### src/rtl/mem_arbiter_if.sv
// Bus bundle between the two requesters (CPU, DMA), the arbiter and the shared memory.
// slave is the arbiter's view; master is the requester/memory side.
interface mem_arbiter_if #(
  parameter int ADDR_WIDTH = 5,
  parameter int DATA_WIDTH = 8
);
  logic                  cpu_req;
  logic                  cpu_we;
  logic [ADDR_WIDTH-1:0] cpu_addr;
  logic [DATA_WIDTH-1:0] cpu_wdata;
  logic [DATA_WIDTH-1:0] cpu_rdata;
  logic                  cpu_ack;

  logic                  dma_req;
  logic                  dma_we;
  logic [ADDR_WIDTH-1:0] dma_addr;
  logic [DATA_WIDTH-1:0] dma_wdata;
  logic [DATA_WIDTH-1:0] dma_rdata;
  logic                  dma_ack;

  logic [ADDR_WIDTH-1:0] mem_addr;
  logic [DATA_WIDTH-1:0] mem_wdata;
  logic                  mem_rd;
  logic                  mem_wr;
  logic [DATA_WIDTH-1:0] mem_rdata;

  logic                  busy;
  logic                  gnt_id;

  modport slave (
    input  cpu_req, cpu_we, cpu_addr, cpu_wdata,
    input  dma_req, dma_we, dma_addr, dma_wdata,
    input  mem_rdata,
    output cpu_rdata, cpu_ack, dma_rdata, dma_ack,
    output mem_addr, mem_wdata, mem_rd, mem_wr,
    output busy, gnt_id
  );

  modport master (
    output cpu_req, cpu_we, cpu_addr, cpu_wdata,
    output dma_req, dma_we, dma_addr, dma_wdata,
    output mem_rdata,
    input  cpu_rdata, cpu_ack, dma_rdata, dma_ack,
    input  mem_addr, mem_wdata, mem_rd, mem_wr,
    input  busy, gnt_id
  );
endinterface

### src/rtl/mem_arbiter.sv
// Two-port (CPU / DMA) arbiter for the shared 32x8 memory: IDLE -> ACCESS -> RESP, one-cycle ack.
// Define MEM_ARB_RR_EN for round-robin arbitration; otherwise the CPU has fixed priority.
module mem_arbiter #(
  parameter int ADDR_WIDTH = 5,
  parameter int DATA_WIDTH = 8
) (
  input  logic          clk,
  input  logic          rst,
  mem_arbiter_if.slave  bus
);

  typedef enum logic [1:0] {
    IDLE   = 2'd0,
    ACCESS = 2'd1,
    RESP   = 2'd2
  } state_t;

  state_t                state;
  state_t                state_next;

  logic                  lat_we;
  logic [ADDR_WIDTH-1:0] lat_addr;
  logic [DATA_WIDTH-1:0] lat_wdata;
  logic                  gnt_q;
  logic                  cpu_ack_q;
  logic                  dma_ack_q;
  logic [DATA_WIDTH-1:0] cpu_rdata_q;
  logic [DATA_WIDTH-1:0] dma_rdata_q;

  logic                  any_req;
  logic                  pick_dma;
  logic                  mem_rd_c;
  logic                  mem_wr_c;

  assign any_req = bus.cpu_req | bus.dma_req;

`ifdef MEM_ARB_RR_EN
  // On a tie the requester that was not granted last wins; reset value 1 hands the first tie to the CPU.
  logic last_gnt;
  assign pick_dma = bus.dma_req & (~bus.cpu_req | ~last_gnt);

  always_ff @(posedge clk) begin
    if (!rst) begin
      last_gnt <= 1'b1;
    end else if (state == IDLE && any_req) begin
      last_gnt <= pick_dma;
    end
  end
`else
  assign pick_dma = bus.dma_req & ~bus.cpu_req;
`endif

  always_ff @(posedge clk) begin
    if (!rst) begin
      state <= IDLE;
    end else begin
      state <= state_next;
    end
  end

  // Strobes are decoded from state alone so each lasts exactly the one ACCESS cycle.
  always_comb begin
    state_next = state;
    mem_rd_c   = 1'b0;
    mem_wr_c   = 1'b0;
    case (state)
      IDLE: begin
        if (any_req) begin
          state_next = ACCESS;
        end
      end
      ACCESS: begin
        mem_rd_c   = ~lat_we;
        mem_wr_c   = lat_we;
        state_next = RESP;
      end
      RESP: begin
        state_next = IDLE;
      end
      default: begin
        state_next = IDLE;
      end
    endcase
  end

  always_ff @(posedge clk) begin
    if (!rst) begin
      lat_we      <= 1'b0;
      lat_addr    <= '0;
      lat_wdata   <= '0;
      gnt_q       <= 1'b0;
      cpu_ack_q   <= 1'b0;
      dma_ack_q   <= 1'b0;
      cpu_rdata_q <= '0;
      dma_rdata_q <= '0;
    end else begin
      cpu_ack_q <= 1'b0;
      dma_ack_q <= 1'b0;
      case (state)
        IDLE: begin
          if (any_req) begin
            lat_we    <= pick_dma ? bus.dma_we    : bus.cpu_we;
            lat_addr  <= pick_dma ? bus.dma_addr  : bus.cpu_addr;
            lat_wdata <= pick_dma ? bus.dma_wdata : bus.cpu_wdata;
            gnt_q     <= pick_dma;
          end
        end
        // mem_rdata is only meaningful here, one cycle after the read strobe.
        RESP: begin
          if (gnt_q) begin
            dma_ack_q <= 1'b1;
            if (!lat_we) begin
              dma_rdata_q <= bus.mem_rdata;
            end
          end else begin
            cpu_ack_q <= 1'b1;
            if (!lat_we) begin
              cpu_rdata_q <= bus.mem_rdata;
            end
          end
        end
        default: begin
        end
      endcase
    end
  end

  assign bus.mem_addr  = lat_addr;
  assign bus.mem_wdata = lat_wdata;
  assign bus.mem_rd    = mem_rd_c;
  assign bus.mem_wr    = mem_wr_c;
  assign bus.busy      = (state != IDLE);
  assign bus.gnt_id    = gnt_q;
  assign bus.cpu_ack   = cpu_ack_q;
  assign bus.dma_ack   = dma_ack_q;
  assign bus.cpu_rdata = cpu_rdata_q;
  assign bus.dma_rdata = dma_rdata_q;

endmodule

### src/flat_wrapper.sv
// flat-port wrapper written by rule: the top's interface ports become plain ports
module mem_arbiter_flat 
#(
  parameter int ADDR_WIDTH = 5,
  parameter int DATA_WIDTH = 8
)
  (clk, rst, bus_cpu_req, bus_cpu_we, bus_cpu_addr, bus_cpu_wdata, bus_dma_req, bus_dma_we, bus_dma_addr, bus_dma_wdata, bus_mem_rdata, bus_cpu_rdata, bus_cpu_ack, bus_dma_rdata, bus_dma_ack, bus_mem_addr, bus_mem_wdata, bus_mem_rd, bus_mem_wr, bus_busy, bus_gnt_id);
  mem_arbiter_if #(.ADDR_WIDTH(ADDR_WIDTH), .DATA_WIDTH(DATA_WIDTH)) bus_i ();
  input  logic clk;
  input  logic rst;
  input wire logic [$bits(bus_i.cpu_req)-1:0] bus_cpu_req;
  input wire logic [$bits(bus_i.cpu_we)-1:0] bus_cpu_we;
  input wire logic [$bits(bus_i.cpu_addr)-1:0] bus_cpu_addr;
  input wire logic [$bits(bus_i.cpu_wdata)-1:0] bus_cpu_wdata;
  input wire logic [$bits(bus_i.dma_req)-1:0] bus_dma_req;
  input wire logic [$bits(bus_i.dma_we)-1:0] bus_dma_we;
  input wire logic [$bits(bus_i.dma_addr)-1:0] bus_dma_addr;
  input wire logic [$bits(bus_i.dma_wdata)-1:0] bus_dma_wdata;
  input wire logic [$bits(bus_i.mem_rdata)-1:0] bus_mem_rdata;
  output wire logic [$bits(bus_i.cpu_rdata)-1:0] bus_cpu_rdata;
  output wire logic [$bits(bus_i.cpu_ack)-1:0] bus_cpu_ack;
  output wire logic [$bits(bus_i.dma_rdata)-1:0] bus_dma_rdata;
  output wire logic [$bits(bus_i.dma_ack)-1:0] bus_dma_ack;
  output wire logic [$bits(bus_i.mem_addr)-1:0] bus_mem_addr;
  output wire logic [$bits(bus_i.mem_wdata)-1:0] bus_mem_wdata;
  output wire logic [$bits(bus_i.mem_rd)-1:0] bus_mem_rd;
  output wire logic [$bits(bus_i.mem_wr)-1:0] bus_mem_wr;
  output wire logic [$bits(bus_i.busy)-1:0] bus_busy;
  output wire logic [$bits(bus_i.gnt_id)-1:0] bus_gnt_id;
  assign bus_i.cpu_req = bus_cpu_req;
  assign bus_i.cpu_we = bus_cpu_we;
  assign bus_i.cpu_addr = bus_cpu_addr;
  assign bus_i.cpu_wdata = bus_cpu_wdata;
  assign bus_i.dma_req = bus_dma_req;
  assign bus_i.dma_we = bus_dma_we;
  assign bus_i.dma_addr = bus_dma_addr;
  assign bus_i.dma_wdata = bus_dma_wdata;
  assign bus_i.mem_rdata = bus_mem_rdata;
  assign bus_cpu_rdata = bus_i.cpu_rdata;
  assign bus_cpu_ack = bus_i.cpu_ack;
  assign bus_dma_rdata = bus_i.dma_rdata;
  assign bus_dma_ack = bus_i.dma_ack;
  assign bus_mem_addr = bus_i.mem_addr;
  assign bus_mem_wdata = bus_i.mem_wdata;
  assign bus_mem_rd = bus_i.mem_rd;
  assign bus_mem_wr = bus_i.mem_wr;
  assign bus_busy = bus_i.busy;
  assign bus_gnt_id = bus_i.gnt_id;
  mem_arbiter #(.ADDR_WIDTH(ADDR_WIDTH), .DATA_WIDTH(DATA_WIDTH)) u_core (.clk(clk), .rst(rst), .bus(bus_i));
endmodule
### config.mk
export PLATFORM = sky130hd
export DESIGN_NAME = mem_arbiter_flat
export DESIGN_NICKNAME = d
export VERILOG_FILES = /design/src/rtl/mem_arbiter_if.sv /design/src/rtl/mem_arbiter.sv /design/src/flat_wrapper.sv
export SDC_FILE = /design/constraint.sdc
export NUM_CORES = 1
export LEC_CHECK = 0
export BUFFER_PORTS_ARGS = -buffer_cell sky130_fd_sc_hd__buf_2
export CAP_MARGIN = 40
export CORE_MARGIN = 2
export CORE_UTILIZATION = 44
export DETAILED_ROUTE_END_ITERATION = 16
export GPL_ROUTABILITY_DRIVEN = 0
export PLACE_DENSITY = 0.77
export SLEW_MARGIN = 40
export SYNTH_ARGS = -nofsm -noshare
export SYNTH_HDL_FRONTEND = slang
export SYNTH_SLANG_ARGS = --single-unit
### constraint.sdc
create_clock -name clk -period 1.7 [get_ports clk]
set_clock_uncertainty 0.15 [all_clocks]
set_input_delay 0.34 -clock clk [delete_from_list [all_inputs] [get_ports clk]]
set_output_delay 0.34 -clock clk [all_outputs]
set_load 0.005 [all_outputs]
## Word level (Yosys, flattened, before mapping)

Cells that the tools add are included.

- Memory bits (writable): 0
- Input bits: 40
- Memories: 0
- Output and inout bits: 35
- Flip-flop bits (word level): 35
- Bits in read-only memories: 0
- Word-level logic and storage cells: 32
- Bits in latches: 0

- Eq/ne operators: 3
- Multiply operators: 0
- Reduce and logical (&&, ||, !) cells: 6
- Add/subtract/negate cells: 0
- Mux-type cells: 9
- Magnitude comparators: 0
- Divide/modulo/power cells: 0
- Shifts and indexed selects: 0
- Bitwise logic cells: 5

Operators by type and width:

| kind | number |
|---|---|
| $mux 8 | 1 |
| $reduce_and 3->1 | 2 |
| $mux 1 | 5 |
| $mux 5 | 1 |
| $pmux 2 s2 | 1 |
| $reduce_and 2->1 | 2 |
| $not 1->1 | 3 |
| $eq 2x1->1 const B | 1 |
| $eq 2x2->1 const B | 1 |
| $logic_not 2->1 | 1 |
| $mux 2 | 1 |
| $ne 2x1->1 const B | 1 |
| $reduce_bool 2->1 | 1 |
| $and 1x1->1 | 1 |
| $or 1x1->1 | 1 |

## Longest topological paths before layout

Gate-level depths: netlist (run 1).

- Word-level depth: 3
- Mapped depth: 5
- Depth with buffers taken out: 4

## Worst setup path after synthesis (run 1)

No wires, ideal clock.

- Path type: register to register
- Start: register u_core.state[1]
- End: register u_core.cpu_rdata_q[5], in the netlist u_core.bus.cpu_rdata[5]
- Slack: 0.190 ns
- Buffers on the path: 2
- Required time: 1.436 ns
- Arrival time: 1.246 ns
- Stages on the path, launching flop included: 6
- Cells stage by stage: dfxtp_1 -> or4b_1 -> buf_6 -> buf_12 -> nand3_2 -> o21ai_2

- Longest elaborated chain between the ends: 2

Ends and longest elaborated chain:

| element | line | source |
|---|---|---|
| from (decl) | mem_arbiter.sv:18 | `state_t state;` |
| from (signal assigned) | mem_arbiter.sv:57 | `state <= state_next;` |
| $eq 2x2->1 | mem_arbiter.sv:99 | `case (state)` |
| $reduce_and 3->1 (no source line) | - |  |
| to (signal assigned) | mem_arbiter.sv:118 | `cpu_rdata_q <= bus.mem_rdata;` |
| to (decl) | mem_arbiter.sv:27 | `logic [DATA_WIDTH-1:0] cpu_rdata_q;` |

Every way passes these cells.
A chain may end at the register's enable or synchronous reset.

## Final worst setup path (run 1)

- Start: register u_core.lat_we
- End: output port bus_mem_rd

- Longest elaborated chain between the ends: 2

Ends and longest elaborated chain:

| element | line | source |
|---|---|---|
| from (decl) | mem_arbiter.sv:21 | `logic lat_we;` |
| from (signal assigned) | mem_arbiter.sv:102 | `lat_we <= pick_dma ? bus.dma_we : bus.cpu_we;` |
| $not 1->1 | mem_arbiter.sv:73 | `mem_rd_c = ~lat_we;` |
| $mux 1 | mem_arbiter.sv:66 | `case (state)` |
| to (decl) | flat_wrapper.sv:26 | `output wire logic [$bits(bus_i.mem_rd)-1:0] bus_mem_rd;` |

Every way passes these cells.

==> run_results.csv, run 1 <==
group,metric,value,unit
final_layout,num_antenna_cells,0,
final_layout,stdcell_area,0.00194,mm^2
setup_path,crit_path_end_kind,"output port",
global_routing,track_usage,0.198,
place,port_buffers,74,
die,die_h,61.2,um
run,drv_cap,0,
final_layout,nFillCells,296,
sta,layout_min_cycle_time,1650,ps
setup_path,arrival,1160,ps
yosys,avgSynthCellArea,8.79,um^2
final_layout,layout.nets,281,
power,leakagePower,0.921,nW
power,power_density,882,mW/mm^2
yosys,muxShareOfSynthArea,0,
yosys,yosysSeqAreaShare,0.486,
route,final_antenna_net_count,0,
yosys,synth_nets,204,
yosys,synth_simple_gate_area_frac,0.233,
die,die-area,0.00375,mm^2
global_routing,antenna_found_initial,0,
route,routed_wl,3370,um
yosys,yosys_warnings,0,
yosys,ys_ff_latch,35,
sta,finalHoldViolations,0,
yosys,synth_compound_area_frac,0.217,
power,switching_share,0.265,
setup_path,cp.required,1210,ps
sta,tns,0,ps
run_status,status,"finished clean",
yosys,synthXorXnorAreaFrac,0,
power,p_switching,454,uW
clock_network,insertion_delay,340,ps
yosys,synthAdderAreaFrac,0,
setup_path,r2r_slack,210,ps
die,coreArea,0.00308,mm^2
final_layout,synthToLayoutAreaGrowth,34.6,%
die,boundaryPins,75,
die,initial_core_util,0.468,
route,dr.pass1.iters,4,
power,internal-power,1.26,mW
die,rows,20,
worst_hold_path,hold_path_class,"input pin to flip-flop",
route,drc,0,
route,viasPerCell,5.06,
power,peakVddDrop,0.506,mV
sta,finalMaxSlewViolations,0,
sta,relSlewSlack,0.641,
global_routing,grt_pass1_wl,5440,um
place,place_hpwl,2520,um
route,drt_iter0_markers,49,
yosys,ys_types,27,
sta,max_freq,607,MHz
worst_hold_path,min_to,"u_core.lat_we$_SDFFE_PN0P_",
power,power_frac_comb,0.171,
clock_network,cts_setup_buffers,0,
sta,finalCritPeriodShare,0.969,
setup_path,r2r-end,"u_core.bus.cpu_rdata[4]$_SDFFE_PN0P_",
clock_network,numCtsBuffers,5,
clock_network,cts_tree,"built",
sta,setup_viol,0,
clock_network,cts.clk_slew.worst_paths,100,ps
sta,worst_pin_slew,538,ps
worst_hold_path,hold_path_depth,3,
yosys,netlist_area,0.00144,mm^2
global_routing,grt_pass1_vias,1247,
setup_path,r2r-start,"u_core.state[1]$_SDFFE_PN0P_",
setup_path,startpoint_type,"flip-flop",
power,pwr-share-clk,0.302,
setup_path,reg2regPathDepth,4,
clock_network,clock-sinks,35,
final_layout,final_layout_size_suffix_gt1_frac,0.442,
global_routing,grt_max_degree,26,
final_layout,seqCellArea,703,um^2
clock_network,cts_htree_levels,2,
yosys,syn_inst,164,
global_routing,grt-ovfl-total,0,
route,wire_per_inst,11.8,um
final_layout,multiInputGateArea,648,um^2
power,seqPwrFrac,0.527,
route,via_count,1446,
worst_hold_path,hp-start,"bus_cpu_we",
setup_path,worstPathMaxFanout,4,
place,dpl_cell_area,0.00187,mm^2
clock_network,clock_path_buffers,2,
setup_path,path_class,"flip-flop to output port",
yosys,synth_top_family_by_area,"simple AND/OR/NAND/NOR gates",
clock_network,cts_root_buf,"clkbuf_4",
clock_network,ctsHoldBuffers,0,
sta,rsz0062_at_grt,"false",
die,die_w,61.2,um
[worst max-delay path: stages, from the launching register on]
cell and delay [ps]:
dfxtp_1 320, buf_4 140, nor3b_1 200, buf_2 150
[flip-flops by register name, indices dropped and copies added, names as in the netlist]
signal	count
u_core.bus.cpu_rdata	8
u_core.bus.cpu_ack	1
u_core.lat_we	1
u_core.bus.dma_rdata	8
u_core.bus.mem_wdata	8
u_core.state	2
u_core.bus.dma_ack	1
u_core.bus.gnt_id	1
u_core.bus.mem_addr	5
[per-stage QoR]
stage | power [mW] | setup slack, ps | instances | hold WS [ps] | utilization
detailed placement | 1.21 | 161 | 278 | 300 | 0.607
finish | 1.71 | 53.5 | 286 | 96.1 | 0.630
floorplan | 1.08 | 190 | 164 | 304 | -
global placement | 1.21 | 197 | 278 | 298 | 0.607
global route | 1.81 | 1.85 | 286 | 85.1 | 0.630
CTS | 1.72 | 24.3 | 286 | 89.6 | 0.630
[cell type report]
cell class	count	area share
tap	44	0.0284
clock buffer	8	0.0355
sequential	35	0.362
inverter	2	0.00387
timing repair buffer	84	0.236
multi-input combinational	113	0.334
[cells by family after synthesis]
kind of cell / count (synthesis)
simple gates: 67
compound gates: 46
flops: 35
buf+inv: 16
[cells in the mapped netlist]
| library cell | count | area share |
|---|---|---|
| dfxtp_1 | 35 | 0.49 |
| or2_1 | 1 | 0.0043 |
| nand2b_1 | 1 | 0.0043 |
| o21ai_0 | 9 | 0.031 |
| inv_2 | 1 | 0.0026 |
| nor2_1 | 1 | 0.0026 |
| buf_12 | 1 | 0.014 |
| and2b_1 | 1 | 0.0052 |
| clkbuf_1 | 4 | 0.010 |
| nand4bb_1 | 1 | 0.0078 |
| nor2_2 | 2 | 0.0087 |
| buf_6 | 1 | 0.0078 |
| buf_2 | 7 | 0.024 |
| nor4b_1 | 1 | 0.0061 |
| and4b_1 | 1 | 0.0069 |
| clkinv_1 | 1 | 0.0026 |
| o21ai_2 | 8 | 0.049 |
| nor3_1 | 1 | 0.0035 |
| a21oi_1 | 15 | 0.052 |
| nor3b_1 | 2 | 0.010 |
| a311oi_1 | 14 | 0.085 |
| and3b_2 | 1 | 0.0069 |
| or4b_1 | 1 | 0.0069 |
| buf_1 | 1 | 0.0026 |
| nand3_1 | 14 | 0.049 |
| nand3_2 | 2 | 0.014 |
| nand2_1 | 37 | 0.096 |
[power by group through the flow]
stage | Clock, mW | Combinational, mW | Sequential (mW)
6_report | 0.516 | 0.293 | 0.902
3_5_place_dp | 0 | 0.296 | 0.919
3_3_place_gp | 0 | 0.293 | 0.920
4_1_cts | 0.526 | 0.296 | 0.901
2_1_floorplan | 0 | 0.157 | 0.923
5_1_grt | 0.568 | 0.330 | 0.909
[routing by layer]
layer  up-vias  share of wire  global-route usage
li1        742              -                   -
met5         -              0                   0
met4         0          0.012              0.0559
met3         5          0.086              0.0882
met1       647           0.43               0.238
met2        52           0.47               0.322
[cell usage in the layout, fill, tap and decap left out, drive strengths merged]
cell type | netlist | final
inv | 1 | 1
o21ai | 17 | 17
nor2 | 3 | 3
a21oi | 15 | 15
nor3b | 2 | 2
and2b | 1 | 1
nor4b | 1 | 1
and3b | 1 | 1
nor3 | 1 | 1
dfxtp | 35 | 35
nand3 | 16 | 16
clkinv | 1 | 1
and4b | 1 | 1
buf | 10 | 84
nand2 | 37 | 37
or2 | 1 | 1
clkbuf | 4 | 8
nand4bb | 1 | 1
a311oi | 14 | 14
or4b | 1 | 1
nand2b | 1 | 1
[what timing repair did]
action / 4_1_cts / 5_1_grt
endpoints found under the setup margin: 0 / 2
hold endpoints to repair: 0 / 0
resized for setup: 0 / 2
[worst max path at each step]
stage | start | depth (start not counted) | endpoint | slack, ps
after floorplan | u_core.state[1]$_SDFFE_PN0P_ | 5 | u_core.bus.cpu_rdata[5]$_SDFFE_PN0P_ | 190
after global placement | u_core.state[1]$_SDFFE_PN0P_ | 4 | u_core.bus.mem_addr[2]$_SDFFE_PN0P_ | 200
after detailed placement | u_core.state[1]$_SDFFE_PN0P_ | 4 | u_core.bus.cpu_rdata[4]$_SDFFE_PN0P_ | 160
after CTS | u_core.state[0]$_SDFFE_PN0P_ | 2 | bus_mem_rd | 20
after global routing | u_core.lat_we$_SDFFE_PN0P_ | 3 | bus_mem_rd | 2
final | u_core.lat_we$_SDFFE_PN0P_ | 3 | bus_mem_rd | 50
(Power assumes the default switching activity.)
==> inputs of run 2 (changes only) <==
Clock period 1.7 ns to 1.55 ns, I/O delays scaled along.
==> run_results.csv, run 2 (synthesis results as in run 1) <==
group,metric,value,unit
worst_hold_path,hold_path_depth,3,
die,boundaryPins,75,
sta,worst_pin_slew,471,ps
worst_hold_path,hp-start,"bus_cpu_wdata[2]",
final_layout,synthToLayoutAreaGrowth,46.2,%
route,drt_iter0_markers,48,
die,rows,20,
global_routing,grt-ovfl-total,0,
setup_path,path_class,"flip-flop to output port",
setup_path,crit_family,"flip-flops",
clock_network,clock-sinks,35,
clock_network,ctsHoldBuffers,0,
setup_path,r2r_slack,20,ps
sta,finalCritPeriodShare,1.02,
final_layout,layout_common_cells,"buf_2, nand2_1, dfxtp_1",
setup_path,crit_path_end_kind,"output port",
setup_path,r2r-start,"u_core.state[0]$_SDFFE_PN0P_",
sta,max_freq,634,MHz
die,die_w,61.2,um
clock_network,clock_path_buffers,2,
sta,rsz0062_at_grt,"true",
global_routing,antenna_found_initial,0,
setup_path,path_cells,"buf_6 > and3b_2 > buf_2",
route,routed_wl,3680,um
clock_network,numCtsBuffers,5,
setup_path,worstPathMaxFanout,4,
power,peakVddDrop,0.722,mV
place,place_hpwl,2560,um
global_routing,grt_max_degree,19,
worst_hold_path,min_to,"u_core.bus.mem_wdata[2]$_SDFFE_PN0P_",
route,viasPerCell,5.02,
clock_network,cts_tree,"built",
die,die_h,61.2,um
die,die-area,0.00375,mm^2
route,wire_per_inst,12.6,um
sta,layout_min_cycle_time,1580,ps
route,via_count,1466,
setup_path,reg2regPathDepth,5,
die,initial_core_util,0.468,
run,drv_cap,0,
final_layout,layout.cells.most_common,"buf_2",
global_routing,track_usage,0.194,
power,leakagePower,0.993,nW
sta,setup_ws,-28.5,ps
setup_path,slowest_stage,"dfxtp_2",
clock_network,cts.clk_slew.worst_paths,100,ps
final_layout,layout.nets,287,
setup_path,startpoint_type,"flip-flop",
sta,whs,63.7,ps
final_layout,final_layout_size_suffix_gt1_frac,0.488,
setup_path,cp.required,1090,ps
route,final_antenna_net_count,0,
global_routing,grt_pass1_vias,1275,
route,dr.pass1.iters,4,
setup_path,arrival,1120,ps
place,port_buffers,74,
route,drc,0,
run_status,status,"finished with violations",
clock_network,cts_htree_levels,2,
clock_network,cts_root_buf,"clkbuf_4",
setup_path,crit_buf_inv,2,
setup_path,r2r-end,"u_core.bus.cpu_rdata[4]$_SDFFE_PN0P_",
final_layout,post-route-util,0.685,
setup_path,worst_path_largest_cell_delay,340,ps
sta,setup_viol,2,
sta,finalMaxSlewViolations,0,
worst_hold_path,hold_path_class,"input pin to flip-flop",
die,coreArea,0.00308,mm^2
power,power_density,1030,mW/mm^2
sta,relSlewSlack,0.686,
clock_network,insertion_delay,340,ps
final_layout,num_antenna_cells,0,
run_status,violations,"setup timing",
sta,finalHoldViolations,0,
global_routing,grt_pass1_wl,5400,um
==> run 2: changes by cell type in the layout (fill, tap and decap cells not counted), sizes merged <==
cell    before  now
buf         84   89
clkbuf       8    7
bufinv       0    2
==> run 2: area by class of cell <==
class	instances	area [um^2]
Multi-Input combinational cell	113	692
Timing Repair Buffer	90	542
Tap cell	44	55.1
Clock inverter	2	60.1
Inverter	2	10.0
Clock buffer	6	41.3
Fill cell	254	971
Sequential cell	35	707
==> run 2: stage by stage <==
| step | instance area [um^2] | instances | worst slack, ps | setup TNS [ps] | power (mW) |
|---|---|---|---|---|---|
| floorplan | 1440 | 164 | 40.1 | 0 | 1.19 |
| global placement | 1880 | 281 | 106 | 0 | 1.33 |
| detailed placement | 1880 | 281 | 78.1 | 0 | 1.34 |
| CTS | 2000 | 289 | -18.2 | -179 | 2.14 |
| global route | 2110 | 292 | -61.6 | -156 | 2.27 |
| finish | 2110 | 292 | -28.5 | -29.5 | 2.18 |
==> run 2: worst min-delay path, cell delays in order <==
cell and delay [ps]:
buf_2 100, nand2_1 40, a311oi_1 70
==> run 2: worst max-delay path by stage <==
stage,endpoint,slack (ps),from,depth (start not counted)
final,bus_mem_wr,-30,u_core.lat_we$_SDFFE_PN0P_,3
after global routing,bus_mem_wr,-60,u_core.lat_we$_SDFFE_PN0P_,3
after CTS,u_core.bus.mem_wdata[1]$_SDFFE_PN0P_,-20,u_core.state[0]$_SDFFE_PN0P_,5
after detailed placement,u_core.bus.mem_wdata[6]$_SDFFE_PN0P_,80,u_core.state[1]$_SDFFE_PN0P_,4
after global placement,u_core.bus.cpu_rdata[7]$_SDFFE_PN0P_,110,u_core.lat_we$_SDFFE_PN0P_,4
after floorplan,u_core.bus.cpu_rdata[5]$_SDFFE_PN0P_,40,u_core.state[1]$_SDFFE_PN0P_,5
==> run 2: what timing repair did <==
| item | CTS | global route |
|---|---|---|
| pin swaps | 0 | 2 |
| resized for setup | 7 | 15 |
| buffers inserted | 1 | 2 |
| cloned | 0 | 1 |
| endpoints found under the setup margin | 2 | 25 |
==> run 2: power by group <==
part,switching [mW],internal (mW)
registers,0.0343,0.956
logic,0.186,0.191
clock network,0.307,0.503
==> run 2: layer usage <==
layer  up-vias  routed length (um)  global-route usage
met5         -                   0                   0
met4         0                  29              0.0839
met3         5                 248              0.0588
met2        50                1750               0.312
met1       661                1650               0.242
li1        750                   -                   -
==> inputs of run 3 (changes only) <==
Settings changed: ABC_CLOCK_PERIOD_IN_PS from default to 1550, CTS_CLUSTER_SIZE from default to 14, RECOVER_POWER from default to 25.
==> run_results.csv, run 3 (synthesis results as in run 1) <==
group,metric,value,unit
run_status,status,"finished with violations",
run_status,violations,"setup timing",
setup_path,cp.required,1090,ps
final_layout,stdcell_area,0.00210,mm^2
power,leakagePower,0.971,nW
setup_path,worstPathMaxFanout,4,
final_layout,layout.nets,287,
global_routing,grt-ovfl-total,0,
sta,layout_min_cycle_time,1570,ps
global_routing,grt_max_degree,19,
global_routing,track_usage,0.194,
setup_path,r2r-start,"u_core.state[0]$_SDFFE_PN0P_",
clock_network,cts_tree,"built",
route,via_count,1467,
clock_network,cts_root_buf,"clkbuf_4",
clock_network,cts.clk_slew.worst_paths,110,ps
sta,finalCritPeriodShare,1.02,
setup_path,path_class,"flip-flop to output port",
worst_hold_path,min_to,"u_core.bus.mem_wdata[2]$_SDFFE_PN0P_",
global_routing,use_met3,0.0588,
setup_path,crit_path_end_kind,"output port",
die,coreArea,0.00308,mm^2
route,wire_per_inst,12.6,um
worst_hold_path,hold_path_depth,3,
route,routed_wl,3680,um
power,power_density,1040,mW/mm^2
clock_network,cts_htree_levels,2,
route,drt_iter0_markers,48,
global_routing,busiest_layer,"met2",
setup_path,reg2regPathDepth,5,
clock_network,clock-sinks,35,
setup_path,startpoint_type,"flip-flop",
die,die-area,0.00375,mm^2
global_routing,antenna_found_initial,0,
final_layout,layout_common_cells,"buf_2, nand2_1, dfxtp_1",
clock_network,insertion_delay,340,ps
final_layout,nFillCells,259,
setup_path,r2r_slack,20,ps
sta,finalMaxSlewViolations,0,
clock_network,clock_path_buffers,2,
sta,rsz0062_at_grt,"true",
route,viasPerCell,5.02,
clock_network,ctsHoldBuffers,0,
die,rows,20,
final_layout,num_antenna_cells,0,
sta,worst_pin_slew,502,ps
die,die_h,61.2,um
route,drc,0,
die,die_w,61.2,um
route,final_antenna_net_count,0,
power,peakVddDrop,0.722,mV
setup_path,arrival,1110,ps
global_routing,grt_pass1_wl,5400,um
sta,max_freq,636,MHz
final_layout,final_layout_size_suffix_gt1_frac,0.468,
place,dpl_cell_area,0.00188,mm^2
route,dr.pass1.iters,5,
sta,tns,-23.3,ps
setup_path,r2r-end,"u_core.bus.cpu_rdata[4]$_SDFFE_PN0P_",
die,initial_core_util,0.468,
clock_network,numCtsBuffers,5,
final_layout,layout.cells.most_common,"buf_2",
worst_hold_path,hp-start,"bus_cpu_wdata[2]",
global_routing,grt_pass1_vias,1275,
place,place_hpwl,2560,um
global_routing,grtUsageMet1,0.242,
global_routing,gr-usage-met2,0.312,
sta,relSlewSlack,0.666,
sta,setup_ws,-23.3,ps
die,boundaryPins,75,
sta,setup_viol,1,
run,drv_cap,0,
worst_hold_path,hold_path_class,"input pin to flip-flop",
sta,finalHoldViolations,0,
final_layout,synthToLayoutAreaGrowth,45.4,%
final_layout,post-route-util,0.681,
place,port_buffers,74,
-- run 3: metrics by stage --
| step | setup slack [ps] | total power, mW | cells | hold WS (ps) |
|---|---|---|---|---|
| finish | -23.3 | 2.17 | 292 | 67.1 |
| floorplan | 40.1 | 1.19 | 164 | 304 |
| global route | -61.6 | 2.27 | 292 | 71.7 |
| CTS | -18.2 | 2.14 | 289 | 67.2 |
| global placement | 106 | 1.33 | 281 | 298 |
| detailed placement | 78.1 | 1.34 | 281 | 306 |
-- run 3: cell type report --
cell class | count | area (um^2) | area share
clock buffer | 6 | 41.3 | 0.0197
clock inverter | 2 | 60.1 | 0.0287
inverter | 2 | 10.0 | 0.00478
multi-input combinational | 113 | 692 | 0.330
sequential | 35 | 707 | 0.337
tap | 44 | 55.1 | 0.0263
timing repair buffer | 90 | 531 | 0.253
-- run 3: per-layer routing --
metal	part of all wire	vias up
met4	0.0084	0
met5	0	-
met1	0.45	654
met3	0.070	5
met2	0.47	57
li1	-	751
-- run 3: where the power goes --
group	internal (mW)	total (mW)	switching (mW)
registers	0.956	0.991	0.0342
logic	0.189	0.375	0.186
clock network	0.503	0.807	0.304
-- run 3: worst max-delay path by stage --
stage | start | endpoint | slack (ps)
detailed placement | u_core.state[1]$_SDFFE_PN0P_ | u_core.bus.mem_wdata[6]$_SDFFE_PN0P_ | 80
floorplan | u_core.state[1]$_SDFFE_PN0P_ | u_core.bus.cpu_rdata[5]$_SDFFE_PN0P_ | 40
finish | u_core.lat_we$_SDFFE_PN0P_ | bus_mem_wr | -20
global route | u_core.lat_we$_SDFFE_PN0P_ | bus_mem_wr | -60
CTS | u_core.state[0]$_SDFFE_PN0P_ | u_core.bus.mem_wdata[1]$_SDFFE_PN0P_ | -20
global placement | u_core.lat_we$_SDFFE_PN0P_ | u_core.bus.cpu_rdata[7]$_SDFFE_PN0P_ | 110
-- run 3: timing repair --
action	CTS	global route
setup endpoints to repair	2	25
cloned	0	1
gates resized for setup	7	15
setup buffers	1	2
pin swaps	0	2
-- run 3: worst max-delay path, stage by stage (launching register included) --
cell and delay [ps]:
dfxtp_2 340, buf_6 120, and3b_2 190, buf_2 120
